===== src/rtl/pipe_sequencer_pkg.sv =====
// Shared types and field layout for the table-driven pattern sequencer.
// Table words are {duration, pattern}; a zero duration ends the table.
package pipe_sequencer_pkg;

  typedef enum logic [1:0] {
    IDLE,
    FETCH,
    DECODE,
    RUN
  } state_e;

  localparam int DUR_MSB = 31;
  localparam int DUR_LSB = 16;
  localparam int PAT_MSB = 15;
  localparam int PAT_LSB = 0;

  localparam logic [15:0] END_MARKER = 16'h0000;

endpackage


===== src/rtl/seq_timer.sv =====
// Loadable down-counter timing how long each step stays in RUN.
// Load wins over enable; zero_o is a plain decode of the count.
module seq_timer #(
  parameter int DUR_W = 16
) (
  input  logic             clk_i,
  input  logic             rst_i,
  input  logic             load_i,
  input  logic             en_i,
  input  logic [DUR_W-1:0] val_i,
  output logic [DUR_W-1:0] cnt_o,
  output logic             zero_o
);

  logic [DUR_W-1:0] cnt_q;

  always_ff @(posedge clk_i) begin
    if (rst_i) begin
      cnt_q <= '0;
    end else if (load_i) begin
      cnt_q <= val_i;
    end else if (en_i) begin
      cnt_q <= cnt_q - 1'b1;
    end
  end

  assign cnt_o  = cnt_q;
  assign zero_o = (cnt_q == '0);

endmodule


===== src/rtl/pipe_sequencer.sv =====
// Plays a {duration, pattern} table from RAM, optionally looping,
// holding each pattern for duration+2 clocks.
module pipe_sequencer
  import pipe_sequencer_pkg::*;
#(
  parameter int ADDR_W = 16,
  parameter int DUR_W  = 16
) (
  input  logic              clk_i,
  input  logic              restart_i,
  input  logic [ADDR_W-1:0] saddr_i,
  input  logic [7:0]        reps_i,
  input  logic              start_i,
  input  logic              stop_i,
  output logic [ADDR_W-1:0] addr_o,
  input  logic [31:0]       data32_i,
  output logic [15:0]       pattern_o,
  output logic              busy_o,
  output logic              done_o,
  output logic [15:0]       steps_o
);

  state_e            state_q;
  logic [ADDR_W-1:0] addr_q;
  logic [15:0]       pat_q;
  logic [15:0]       steps_q;
  logic [7:0]        rep_q;
  logic              busy_q;
  logic              done_q;

  logic [DUR_W-1:0]  dur;
  logic [DUR_W-1:0]  dur_d;
  logic [DUR_W-1:0]  dur_cnt;
  logic              dur_zero;
  logic              is_end;
  logic              abort;
  logic              tmr_load;
  logic              tmr_en;

  assign dur    = data32_i[DUR_MSB:DUR_LSB];
  assign dur_d  = dur - 1'b1;
  assign is_end = (dur == DUR_W'(END_MARKER));
  assign abort  = stop_i && (state_q != IDLE);

  assign tmr_load = (state_q == DECODE) && !abort && !is_end;
  assign tmr_en   = (state_q == RUN) && !abort && !dur_zero;

  seq_timer #(
    .DUR_W (DUR_W)
  ) u_timer (
    .clk_i  (clk_i),
    .rst_i  (restart_i),
    .load_i (tmr_load),
    .en_i   (tmr_en),
    .val_i  (dur_d),
    .cnt_o  (dur_cnt),
    .zero_o (dur_zero)
  );

  always_ff @(posedge clk_i) begin
    done_q <= 1'b0;
    if (restart_i) begin
      state_q <= IDLE;
      addr_q  <= '0;
      pat_q   <= '0;
      steps_q <= '0;
      rep_q   <= '0;
      busy_q  <= 1'b0;
    end else if (abort) begin
      state_q <= IDLE;
      pat_q   <= '0;
      busy_q  <= 1'b0;
    end else begin
      unique case (state_q)
        IDLE: begin
          if (start_i) begin
            addr_q  <= saddr_i;
            rep_q   <= reps_i;
            steps_q <= '0;
            busy_q  <= 1'b1;
            state_q <= FETCH;
          end
        end
        FETCH: state_q <= DECODE;
        DECODE: begin
          if (!is_end) begin
            pat_q   <= data32_i[PAT_MSB:PAT_LSB];
            addr_q  <= addr_q + 1'b1;
            steps_q <= steps_q + 1'b1;
            state_q <= RUN;
          end else if (rep_q != '0) begin
            rep_q   <= rep_q - 1'b1;
            addr_q  <= saddr_i;
            state_q <= FETCH;
          end else begin
            done_q  <= 1'b1;
            busy_q  <= 1'b0;
            state_q <= IDLE;
          end
        end
        RUN: begin
          if (dur_zero) state_q <= FETCH;
        end
        default: state_q <= IDLE;
      endcase
    end
  end

  assign addr_o    = addr_q;
  assign pattern_o = pat_q;
  assign busy_o    = busy_q;
  assign done_o    = done_q;
  assign steps_o   = steps_q;

endmodule


===== config.mk =====
export PLATFORM = sky130hd
export DESIGN_NAME = pipe_sequencer
export DESIGN_NICKNAME = d
export VERILOG_FILES = /design/src/rtl/pipe_sequencer_pkg.sv /design/src/rtl/seq_timer.sv /design/src/rtl/pipe_sequencer.sv
export SDC_FILE = /design/constraint.sdc
export NUM_CORES = 1
export LEC_CHECK = 0
export CAP_MARGIN = 5
export CORE_MARGIN = 4
export CORE_UTILIZATION = 47
export CTS_BUF_LIST = sky130_fd_sc_hd__clkbuf_8
export CTS_CLUSTER_DIAMETER = 50
export DETAILED_ROUTE_END_ITERATION = 12
export PLACE_DENSITY = 0.84
export SLEW_MARGIN = 20
export SYNTH_ARGS = -nofsm -noshare
export SYNTH_HDL_FRONTEND = slang
export SYNTH_HIERARCHICAL = 1
export SYNTH_SLANG_ARGS = --single-unit

===== constraint.sdc =====
create_clock -name clk_i -period 2.73 [get_ports clk_i]
set_input_delay 0.4095 -clock clk_i [delete_from_list [all_inputs] [get_ports clk_i]]
set_output_delay 0.4095 -clock clk_i [all_outputs]
set_load 0.01 [all_outputs]

==> results by group <==
Synth
  – Count of unique library cells instantiated by Yosys: 63
  – FFs w/ async S/R, synth: 0%
  – Synth Cell Area: between 4000 and 5000 sq um
  – Syn_area_per_cell: between 7 and 8 sq um
  – Yosys warning total: 6
  – Post-Syn Nets: between 600 and 700
  – Number of synthesized flops with an enable pin: 0
  – Mapped Cells: around 570
  – Seq cells post-synth: 76
  – Register area share after synthesis: 33.7%
  – Most used DFF post-synth: dfxtp_1

Route
  – Total detailed-routing wirelength: roughly 13 mm
  – Antenna viol nets, final: 0
  – Met3 Wirelength: 1.03 mm
  – Router iterations before antenna repair: 5
  – Post-Route M1 WL: between 5 and 6 mm
  – Iteration-0 DRC Markers: between 300 and 400
  – Via count: between 4000 and 5000
  – DRC: 0
  – Post-DR wirelength/cell: between 15 and 20 um
  – Vias/cell: between 5 and 6
  – Routed wl met2: 6.43 mm
  – Highest metal used: met4

Timing
  – Final Setup Violations: 0
  – Worst slew pin tran: 868 ps
  – Worst Skew: about 10 ps
  – Rel. slew slack: between 40 and 50%
  – Pins Over Slew Limit: 0
  – Fin crit period: about 2500 ps
  – Hold Violations, Final: 0
  – RSZ-0062 raised after global routing: false
  – Setup_tns: 0 ps
  – Achievable clock frequency: between 300 and 400 MHz
  – Fin crit share: between 90% and 100%

Power and ir drop
  – Pint: 1.87 mW
  – Sequential power share: approximately 45%
  – P_leak: between 2 and 2.5 nW
  – Combinational share of power: between 20% and 30%
  – Tot Pwr: between 2 and 3 mW
  – Switching Fraction: 30.7%
  – Switching power: between 800 and 900 uW
  – Pwr dens: between 400 and 500 nW/um^2
  – Clock group share of total power: 33.1%
  – Worst vdd ir: between 300 and 400 uV

GRT
  – Vias in the first global route: between 4000 and 5000
  – Initial antenna violation count: 0
  – Total gr overflow: 0
  – Tot GR Track Use: a little under a quarter
  – Global-route wire length before repair: between 20 and 25 mm
  – Pin count of the biggest net entering global routing: 34

Setup path
  – Crit Path Category: reg -> reg
  – Reg-to-reg startpoint: u_timer/cnt_o[5]
  – Crit end category: register
  – FF-to-FF setup slack: roughly 190 ps
  – Worst Setup Start Kind: register
  – Critical Path End: u_timer/cnt_o[14]
  – CP arrival: between 2000 and 3000 ps
  – CP required: approximately 3000 ps
  – CP startpoint: u_timer/cnt_o[5]
  – CP max FO: 6
  – Reg2reg path depth: 10
  – Reg-to-Reg End: u_timer/cnt_o[14]

Floorplan
  – Core ar.: approximately 9300 sq um
  – Initial core utilization: between 40% and 50%
  – Row Count: 35
  – Full die area: approximately 11000 sq um
  – Die extent in x: 106 um
  – Io pins: between 100 and 150
  – Die H: between 100 and 150 um

Clock network
  – Hold buffers post-CTS: 0
  – Longest Clk Path Bufs: 2
  – CTS root buffer: clkbuf_8
  – Clock Sinks: 76
  – Max H-tree Level: 3
  – CTS Buf Count: 9
  – CTS tree: yes
  – Worst-path clk slew: ~90 ps
  – Skew-Pair Late Insertion Delay: ~360 ps

Outcome
  – Status: finished, final reports clean

Placed design
  – Buffers on Ports: around 110
  – HPWL Detailed: a little under 10 mm
  – Final GP Congestion: between 0.8 and 0.9

Flow run
  – Max_cap viols: 0

Final layout
  – # diodes: 0
  – Most common cell after layout, fill and taps aside: clkdlybuf4s50_1
  – Share of cells above drive strength 1: 11.2%
  – Area grow syn2layout: 33.7%
  – Nets@finish: between 700 and 800
  – Commonest non-fill, non-tap cells in the layout: clkdlybuf4s50_1, nand2_1, dfxtp_1
  – Fillers: just over 800

Hold path
  – Hold depth: 2
  – Worst min-delay path class: reg -> reg
[state kept, by name (all words and copies together) (netlist names)]
signal         cells
state_q            2
u_timer/cnt_o     16
addr_o            16
rep_q              8
busy_o             1
steps_o           16
pattern_o         16
done_o             1
[worst min-delay path by stage]
stage	from	endpoint	slack, ps
final	pattern_o[14]	pattern_o[14]	460
after CTS	pattern_o[14]	pattern_o[14]	460
after global placement	pattern_o[9]	pattern_o[9]	440
after detailed placement	pattern_o[14]	pattern_o[14]	450
after global routing	pattern_o[0]	pattern_o[0]	480
after floorplan	u_timer/cnt_o[2]	u_timer/cnt_o[2]	460
[cell families (layout without fill, tap and decap cells)]
logic type                 after synthesis  after routing  share of synthesized area [%]
muxes                                    3              3                          0.665
xor gates and xnor gates                26             26                           5.04
buffers and inverters                   58            180                           5.98
DFF                                     76             76                           33.7
adders and majority gates               10             10                           2.77
AOI/OAI and AO/OA                      148            148                           22.7
and+or+nand+nor                        245            245                           29.1
[through the flow]
stage	cell area, sq um	hold WS (ps)	utilization [%]	setup slack (ps)	std cells
6_report	6040	459	65.1	186	817
5_1_grt	6040	479	65.1	42.5	817
4_1_cts	6020	461	64.9	42.9	815
3_5_place_dp	5820	449	62.7	21.4	799
3_3_place_gp	5820	441	62.7	1.11	799
2_1_floorplan	4520	465	-	134	566
[repair_timing]
item	in CTS	in global routing
setup endpoints to repair	0	10
hold endpoints to repair	0	0
buffers inserted	0	2
gates resized for setup	0	1
[critical path, stage by stage (launching register included)]
cell,delay (ps)
dfxtp_1,340
or4_4,540
or4b_1,530
nor3_2,110
nand2b_1,130
nor2_1,60
nand3b_1,160
buf_4,180
nor4_2,50
xnor2_1,130
a211oi_1,230
[power by group through the flow]
stage	clock network (mW)	registers (mW)	logic (mW)
finish	0.892	1.22	0.578
detailed placement	0	1.24	0.571
CTS	0.912	1.22	0.575
global placement	0	1.24	0.556
global route	0.948	1.23	0.627
floorplan	0	1.24	0.316
[synthesized netlist by cell type, types with 4 or more instances]
master | instances | area [sq um]
o32ai_2 | 5 | 81.3
clkbuf_1 | 14 | 52.6
o31a_1 | 5 | 43.8
xnor2_1 | 17 | 149
and4_1 | 6 | 52.6
and2_1 | 4 | 25.0
nand2_1 | 77 | 289
o211ai_1 | 7 | 52.6
a31oi_1 | 12 | 75.1
nand3_1 | 21 | 105
nand2b_1 | 8 | 50.1
or4_1 | 5 | 37.5
inv_1 | 23 | 86.3
nor4_2 | 4 | 50.1
a211oi_1 | 9 | 67.6
nand4_1 | 12 | 75.1
o32ai_1 | 8 | 70.1
and3_1 | 7 | 43.8
buf_2 | 6 | 30.0
a311oi_1 | 4 | 35.0
o21ai_0 | 19 | 95.1
nor4_1 | 12 | 75.1
nor2_1 | 47 | 176
dfxtp_1 | 76 | 1520
nor3_1 | 10 | 50.1
a21oi_1 | 55 | 275
buf_1 | 5 | 18.8
or3_1 | 7 | 43.8
ha_1 | 10 | 125
xor2_1 | 9 | 78.8
buf_4 | 6 | 45.0
[layout make-up]
type	instances	area, sq um	area share [%]
inverter	24	90.1	1.49
sequential	76	1520	25.2
clock inverter	7	76.3	1.26
tap	129	161	2.67
clock buffer	9	124	2.05
timing repair buffer	140	1340	22.1
multi-input combinational	432	2730	45.2
[routing by layer]
layer  global-route usage, %  vias up
met1                    27.6     2241
met4                    10.4        0
met5                       0        -
met2                    40.2      225
met3                    5.22       39
li1                        -     2310
No activity file was read; power rests on OpenSTA's default activity.
==> RTL edit 1: new RTL, config.mk and constraints unchanged <==
Encoding of `state_e`: now Gray code (2 bits for 4 states).
--- a/src/rtl/pipe_sequencer_pkg.sv
+++ b/src/rtl/pipe_sequencer_pkg.sv
@@ -3,10 +3,10 @@
 package pipe_sequencer_pkg;
 
   typedef enum logic [1:0] {
-    IDLE,
-    FETCH,
-    DECODE,
-    RUN
+    IDLE   = 2'b00,
+    FETCH  = 2'b01,
+    DECODE = 2'b11,
+    RUN    = 2'b10
   } state_e;
 
   localparam int DUR_MSB = 31;
Function: no difference found for any inputs over 10 cycles, from zero or initial values; not proved beyond that.
==> RTL edit 1 against the unedited design <==
  * Clock skew fell by 0.0013 ns
  * Synthesized cell count decreased by 3.0%
  * Critical path type unchanged
  * Setup slack lost 0.14 ns
  * Final cell count increased by 0.24%
  * Area after synthesis down 1.1%
  * Sequential cell count is the same
  * Non-clock buffer count rose by 15
  * Critical endpoint unchanged
  * Wire length down 2.5%
  * Critical path depth stayed put
  * Final area is 3.4% higher
Power is not compared: it rests on default switching activity, and its combinational part moved more than twofold at a synthesized area within 25%.
==> RTL edit 1: results (changes against the unedited design) <==
----------------------------------------------------
[Synth]
  EDFF count, synth ... 0 (unchanged)
  Sequential cell area fraction in the yosys report ... 34.1% (+0.39 points)
  Synth async-reset ratio ... 0% (unchanged)
  Number of library cell types mapped by synthesis ... 66 (+4.8%)
  Number of warnings printed during yosys synthesis ... 6 (unchanged)
  Synth Instances ... 549 (-3.0%)
  Largest cells by area after synthesis ... sky130_fd_sc_hd__dfxtp_1, sky130_fd_sc_hd__nand2_1, sky130_fd_sc_hd__a21oi_1
  Commonest cells in the synthesized netlist ... sky130_fd_sc_hd__dfxtp_1, sky130_fd_sc_hd__nand2_1, sky130_fd_sc_hd__a21oi_1
  Syn nets ... 619 (-2.7%)

[Detailed routing]
  Total wirelength of the detailed-routed design ... 13.0 mm (-2.5%)
  Via total after detailed routing ... 4720 (-2.0%)
  Initial detailed-routing violation count ... 265 (-19%)
  Number of optimization iterations in the first detailed-route pass ... 4 (-1)

[Layout]
  Fraction of final layout cells with drive strength greater than 1 ... 14.6% (+3.4 points)
  Non-Filler Instances ... 819 (+0.24%)
  Number of filler instances in the final layout ... 712 (-13%)
  Antenna diodes ... 0 (unchanged)
  Nets ... 755 (+0.27%)

[Worst hold path]
  WHS Endpoint ... pattern_o[10]$_SDFFE_PP0P_
  Startpoint of the most critical hold path ... pattern_o[10]$_SDFFE_PP0P_
  Cell depth of the worst hold path ... 2 (unchanged)
  Path class of the lowest-slack min-delay path ... reg2reg

[Placement]
  IO buf count ... 109 (unchanged)
  Routability-driven placement congestion ratio ... 0.890 (+1.2%)
  Final HPWL from detailed placement ... 9.44 mm (-3.9%)
  Post-placement setup slack ... -0.178 ns (-0.199 ns)
  Placed Cells ... 800 (+0.13%)

[Global route]
  Global-route wire length before repair ... 21.6 mm (-0.92%)
  Largest net degree at the start of global routing ... 28 (-18%)
  Number of antenna violations at the first check in global routing ... 0 (unchanged)
  Total global-route track usage ... 23.3% (-0.044 points)

[Clock network]
  Clk slew on worst S/H paths ... 0.08 ns
  Root buf cell ... sky130_fd_sc_hd__clkbuf_8
  Clock latency on the worst-skew pair ... 0.34 ns (-0.02 ns)
  H-tree lvl count ... 3 (unchanged)

[Power]
  Total leakage power ... 0.00216 uW

[Run status]
  Outcome ... finished, final reports clean

[Setup path]
  Cells on worst reg2reg path ... 10 (unchanged)
  Setup slack on the worst flop-to-flop path ... 0.04 ns (-0.14 ns)
  Critical register-to-register path endpoint ... u_timer/cnt_o[14]$_SDFFE_PP0P_
  Critical path's slowest cell ... sky130_fd_sc_hd__or4_4
  Slowest cell delay on critical path ... 0.55 ns
  Critical R2R Launch ... u_timer/cnt_o[5]$_SDFFE_PP0P_
  Crit path DAT ... 2.95 ns (+0.13 ns)
  Max FO, Critical Path ... 7 (+1)

[Timing]
  Clock skew after layout ... 0.00898 ns (-0.00131 ns)
  Slew Limit Headroom ... 49.2% (+7.6 points)

----------------------------------------------------
## RTL edit 1: cell types whose count changed after synthesis, moves of 7 or more
cell and change:
sky130_fd_sc_hd__nor3_1 +11, sky130_fd_sc_hd__o211ai_1 -7, sky130_fd_sc_hd__nand4_1 -7, sky130_fd_sc_hd__or3_1 +8, sky130_fd_sc_hd__mux2i_1 +10
## RTL edit 1: cell families after synthesis
logic type                 Yosys count  share of synthesized area [%]
adders and majority gates           10                           2.80
muxes                               15                           3.42
buffers and inverters               58                           6.02
xor gates and xnor gates            25                           4.90
AOI/OAI and AO/OA                  139                           22.6
DFF                                 76                           34.1
and+or+nand+nor                    226                           26.2
## RTL edit 1: power breakdown
part           total (uW)  internal (uW)  switching (uW)
Sequential           1740           1410             337
Clock                 947            512             436
Combinational        3160           1500            1660
Total                5850           3420            2440
## RTL edit 1: stage by stage
stage | utilization [%] | hold slack, ns | instance area [um^2]
finish | 67.6 | 0.462 | 6250
CTS | 66.9 | 0.463 | 6180
global placement | 64.5 | 0.441 | 5960
floorplan | - | 0.453 | 4470
global route | 67.6 | 0.482 | 6250
detailed placement | 64.5 | 0.451 | 5960
## RTL edit 1: final cells by class
type / instances / area share [%]
repair buffers: 155 / 24.3
flip-flops and latches: 76 / 24.4
clock buffers: 9 / 1.98
well taps: 129 / 2.58
inverters: 28 / 1.68
clock inverters: 7 / 1.48
multi-input cells: 415 / 43.6
## RTL edit 1: worst max path at each step
stage | end | depth (start not counted) | startpoint
after floorplan | u_timer/cnt_o[10]$_SDFFE_PP0P_ | 10 | data32_i[28]
after global placement | u_timer/cnt_o[7]$_SDFFE_PP0P_ | 10 | data32_i[28]
after detailed placement | pattern_o[8]$_SDFFE_PP0P_ | 9 | data32_i[28]
after CTS | u_timer/cnt_o[6]$_SDFFE_PP0P_ | 9 | u_timer/cnt_o[5]$_SDFFE_PP0P_
after global routing | u_timer/cnt_o[8]$_SDFFE_PP0P_ | 10 | u_timer/cnt_o[5]$_SDFFE_PP0P_
final | u_timer/cnt_o[14]$_SDFFE_PP0P_ | 10 | u_timer/cnt_o[5]$_SDFFE_PP0P_
## RTL edit 1: routing by layer
layer	track usage, %	part of all wire (%)	vias up
li1	-	-	2282
met1	29.0	41	2195
met2	38.7	49	215
met3	4.53	7.7	28
met4	10.6	2.5	0
met5	0	0	-
## RTL edit 1: critical path, delay by kind of cell, from the launching register on
kind                      cells  cell delay, ns
xor gates and xnor gates      1            0.14
and+or+nand+nor               6            1.58
DFF                           1            0.34
buffers and inverters         2            0.31
AOI/OAI and AO/OA             1            0.24
## RTL edit 1: what timing repair did
action                                  CTS  global route
hold buffers                              0             0
gates cloned                              0             0
pin swaps                                 0             3
buffers inserted                          0             3
gates resized for setup                   1             8
endpoints found under the setup margin    1             6
endpoints found under the hold margin     0             0
==> RTL edit 2: new RTL, config.mk and constraints unchanged <==
Made on the original files. The parameter `ADDR_W` goes from 16 to 18.
--- a/src/rtl/pipe_sequencer.sv
+++ b/src/rtl/pipe_sequencer.sv
@@ -3,7 +3,7 @@
 module pipe_sequencer
   import pipe_sequencer_pkg::*;
 #(
-  parameter int ADDR_W = 16,
+  parameter int ADDR_W = 18,
   parameter int DUR_W  = 16
 ) (
   input  logic              clk_i,
Interface: changed (resized addr_o and saddr_i); port bits go from 110 to 114. The function was not compared with the original's and may differ.
==> RTL edit 2 against the unedited design <==
  * Final cell count grew 2.7%
  * Wire length is 3.3% lower
  * Area after synthesis decreased by 1.6%
  * Utilization grew 3.0 points
  * Power up 4.6%
  * Setup slack lost 0.16 ns
  * First-iteration DRC count down 16%
  * Sequential cell count is 2 higher
  * Final area is 4.1% higher
==> RTL edit 2: results (changes against the unedited design) <==
----------------------------------------------------
[Run status]
  Outcome ... finished, final reports clean

[Setup path]
  Critical path's slowest cell ... sky130_fd_sc_hd__or4_4
  Max FO, Critical Path ... 7 (+1)
  Slowest cell delay on critical path ... 0.56 ns (+0.02 ns)
  Crit path DAT ... 2.95 ns (+0.13 ns)

[Clock network]
  Clock latency on the worst-skew pair ... 0.34 ns (-0.02 ns)
  Root buf cell ... sky130_fd_sc_hd__clkbuf_8
  H-tree lvl count ... 3 (unchanged)
  Clk slew on worst S/H paths ... 0.09 ns (about the same)
  Bufs on Longest Clock Path ... 2 (unchanged)

[Layout]
  Fraction of final layout cells with drive strength greater than 1 ... 13.8% (+2.6 points)
  Antenna diodes ... 0 (unchanged)
  Nets ... 779 (+3.5%)
  Max reg flops ... 18
  Number of filler instances in the final layout ... 744 (-9.0%)

[Power]
  Total leakage power ... 0.00224 uW (+5.8%)
  Worst supply voltage drop on vdd ... 0.290 mV (-4.7%)
  Internal cell power ... 1980 uW (+6.3%)

[Synth]
  Commonest cells in the synthesized netlist ... sky130_fd_sc_hd__dfxtp_1, sky130_fd_sc_hd__a21oi_1, sky130_fd_sc_hd__nand2_1
  Synth async-reset ratio ... 0% (unchanged)
  Syn_area_per_cell ... 7.90 um^2 (-1.0%)
  Sequential cell area fraction in the yosys report ... 35.1% (+1.4 points)
  Number of library cell types mapped by synthesis ... 62 (-1.6%)
  Largest cells by area after synthesis ... sky130_fd_sc_hd__dfxtp_1, sky130_fd_sc_hd__a21oi_1, sky130_fd_sc_hd__nand2_1
  Number of warnings printed during yosys synthesis ... 6 (unchanged)

[Global route]
  Global-route wire length before repair ... 21.4 mm (-1.9%)
  Largest net degree at the start of global routing ... 41 (+21%)
  Total global-route track usage ... 23.0% (-0.28 points)
  Vias in the first global route ... 4587 (-2.3%)

[Timing]
  Clock skew after layout ... 0.0110 ns (+0.000760 ns)
  Slew Limit Headroom ... 39.0% (-2.5 points)

[Detailed routing]
  Average routed wire per standard cell ... 15.4 um (-5.8%)
  Via total after detailed routing ... 4817 (+0.042%)
  Number of optimization iterations in the first detailed-route pass ... 6 (+1)
  Vias/cell ... 5.74 (-2.6%)
  Initial detailed-routing violation count ... 277 (-16%)

[Placement]
  IO buf count ... 113 (+3.7%)
  Placed Cells ... 821 (+2.8%)
  Final HPWL from detailed placement ... 9.60 mm (-2.4%)
  Routability-driven placement congestion ratio ... 0.925 (+5.3%)

[Worst hold path]
  Path class of the lowest-slack min-delay path ... in2reg

----------------------------------------------------
RTL edit 2: layout make-up:
cell class	instances	area, um^2	share of cell area (%)
inverter	27	101	1.61
sequential	78	1560	24.8
clock buffer	10	138	2.19
tap	129	161	2.57
timing repair buffer	165	1590	25.2
clock inverter	5	57.6	0.915
multi-input combinational	425	2680	42.6
RTL edit 2: power groups by stage:
stage               clock network [uW]  registers, uW  logic [uW]
CTS                                891           1270         657
floorplan                            0           1300         337
finish                             873           1280         664
global route                       937           1290         728
detailed placement                   0           1300         652
global placement                     0           1300         638
RTL edit 2: path summary, 6_finish.rpt:
path	from	endpoint	slack, ns	cells after the start
worst max register to register	u_timer/cnt_o[5]$_SDFFE_PP0P_	u_timer/cnt_o[4]$_SDFFE_PP0P_	0.02	9
worst min register to register	pattern_o[1]$_SDFFE_PP0P_	pattern_o[1]$_SDFFE_PP0P_	0.46	2
worst max-delay path	u_timer/cnt_o[5]$_SDFFE_PP0P_	u_timer/cnt_o[4]$_SDFFE_PP0P_	0.02	9
worst min-delay path	restart_i	u_timer/cnt_o[1]$_SDFFE_PP0P_	0.39	2
RTL edit 2: layer usage:
layer	wire, um	part of all wire (%)	GRT usage, %	vias to the layer above
met5	0	0	0	-
met4	263	2.0	7.97	0
met3	847	6.5	5.02	27
met2	6400	49	39.6	206
met1	5450	42	28.3	2266
li1	-	-	-	2318
RTL edit 2: stage by stage:
step	util [%]	total power [uW]	area [um^2]	worst slack (ns)
6_report	68.1	2810	6290	0.0248
3_3_place_gp	65.2	1930	6020	-0.117
5_1_grt	68.1	2950	6290	-0.0167
3_5_place_dp	65.2	1950	6020	-0.217
2_1_floorplan	-	1630	4460	0.0230
4_1_cts	67.3	2820	6220	0.0165
RTL edit 2: worst max-delay path: cells and delay by family, from the launching register on:
family,cells,cell delay (ns)
AO/OA/AOI/OAI,2,0.33
buffers and inverters,1,0.18
flip-flops,1,0.34
AND/OR/NAND/NOR,6,1.77
RTL edit 2: logic make-up (layout without fill, tap and decap cells):
family          count (synthesis)  count (layout)  synth area share (%)
mux                             2               2                 0.450
flops                          78              78                  35.1
compound gates                151             151                  21.8
simple gates                  231             231                  27.9
buf+inv                        60             207                  5.74
fa+ha+maj                      11              11                  3.09
xor+xnor                       30              30                  5.91
RTL edit 2: repair_timing:
action,CTS,global route
gates resized for setup,0,10
endpoints found under the setup margin,0,13
buffers inserted,0,3
hold endpoints to repair,0,0
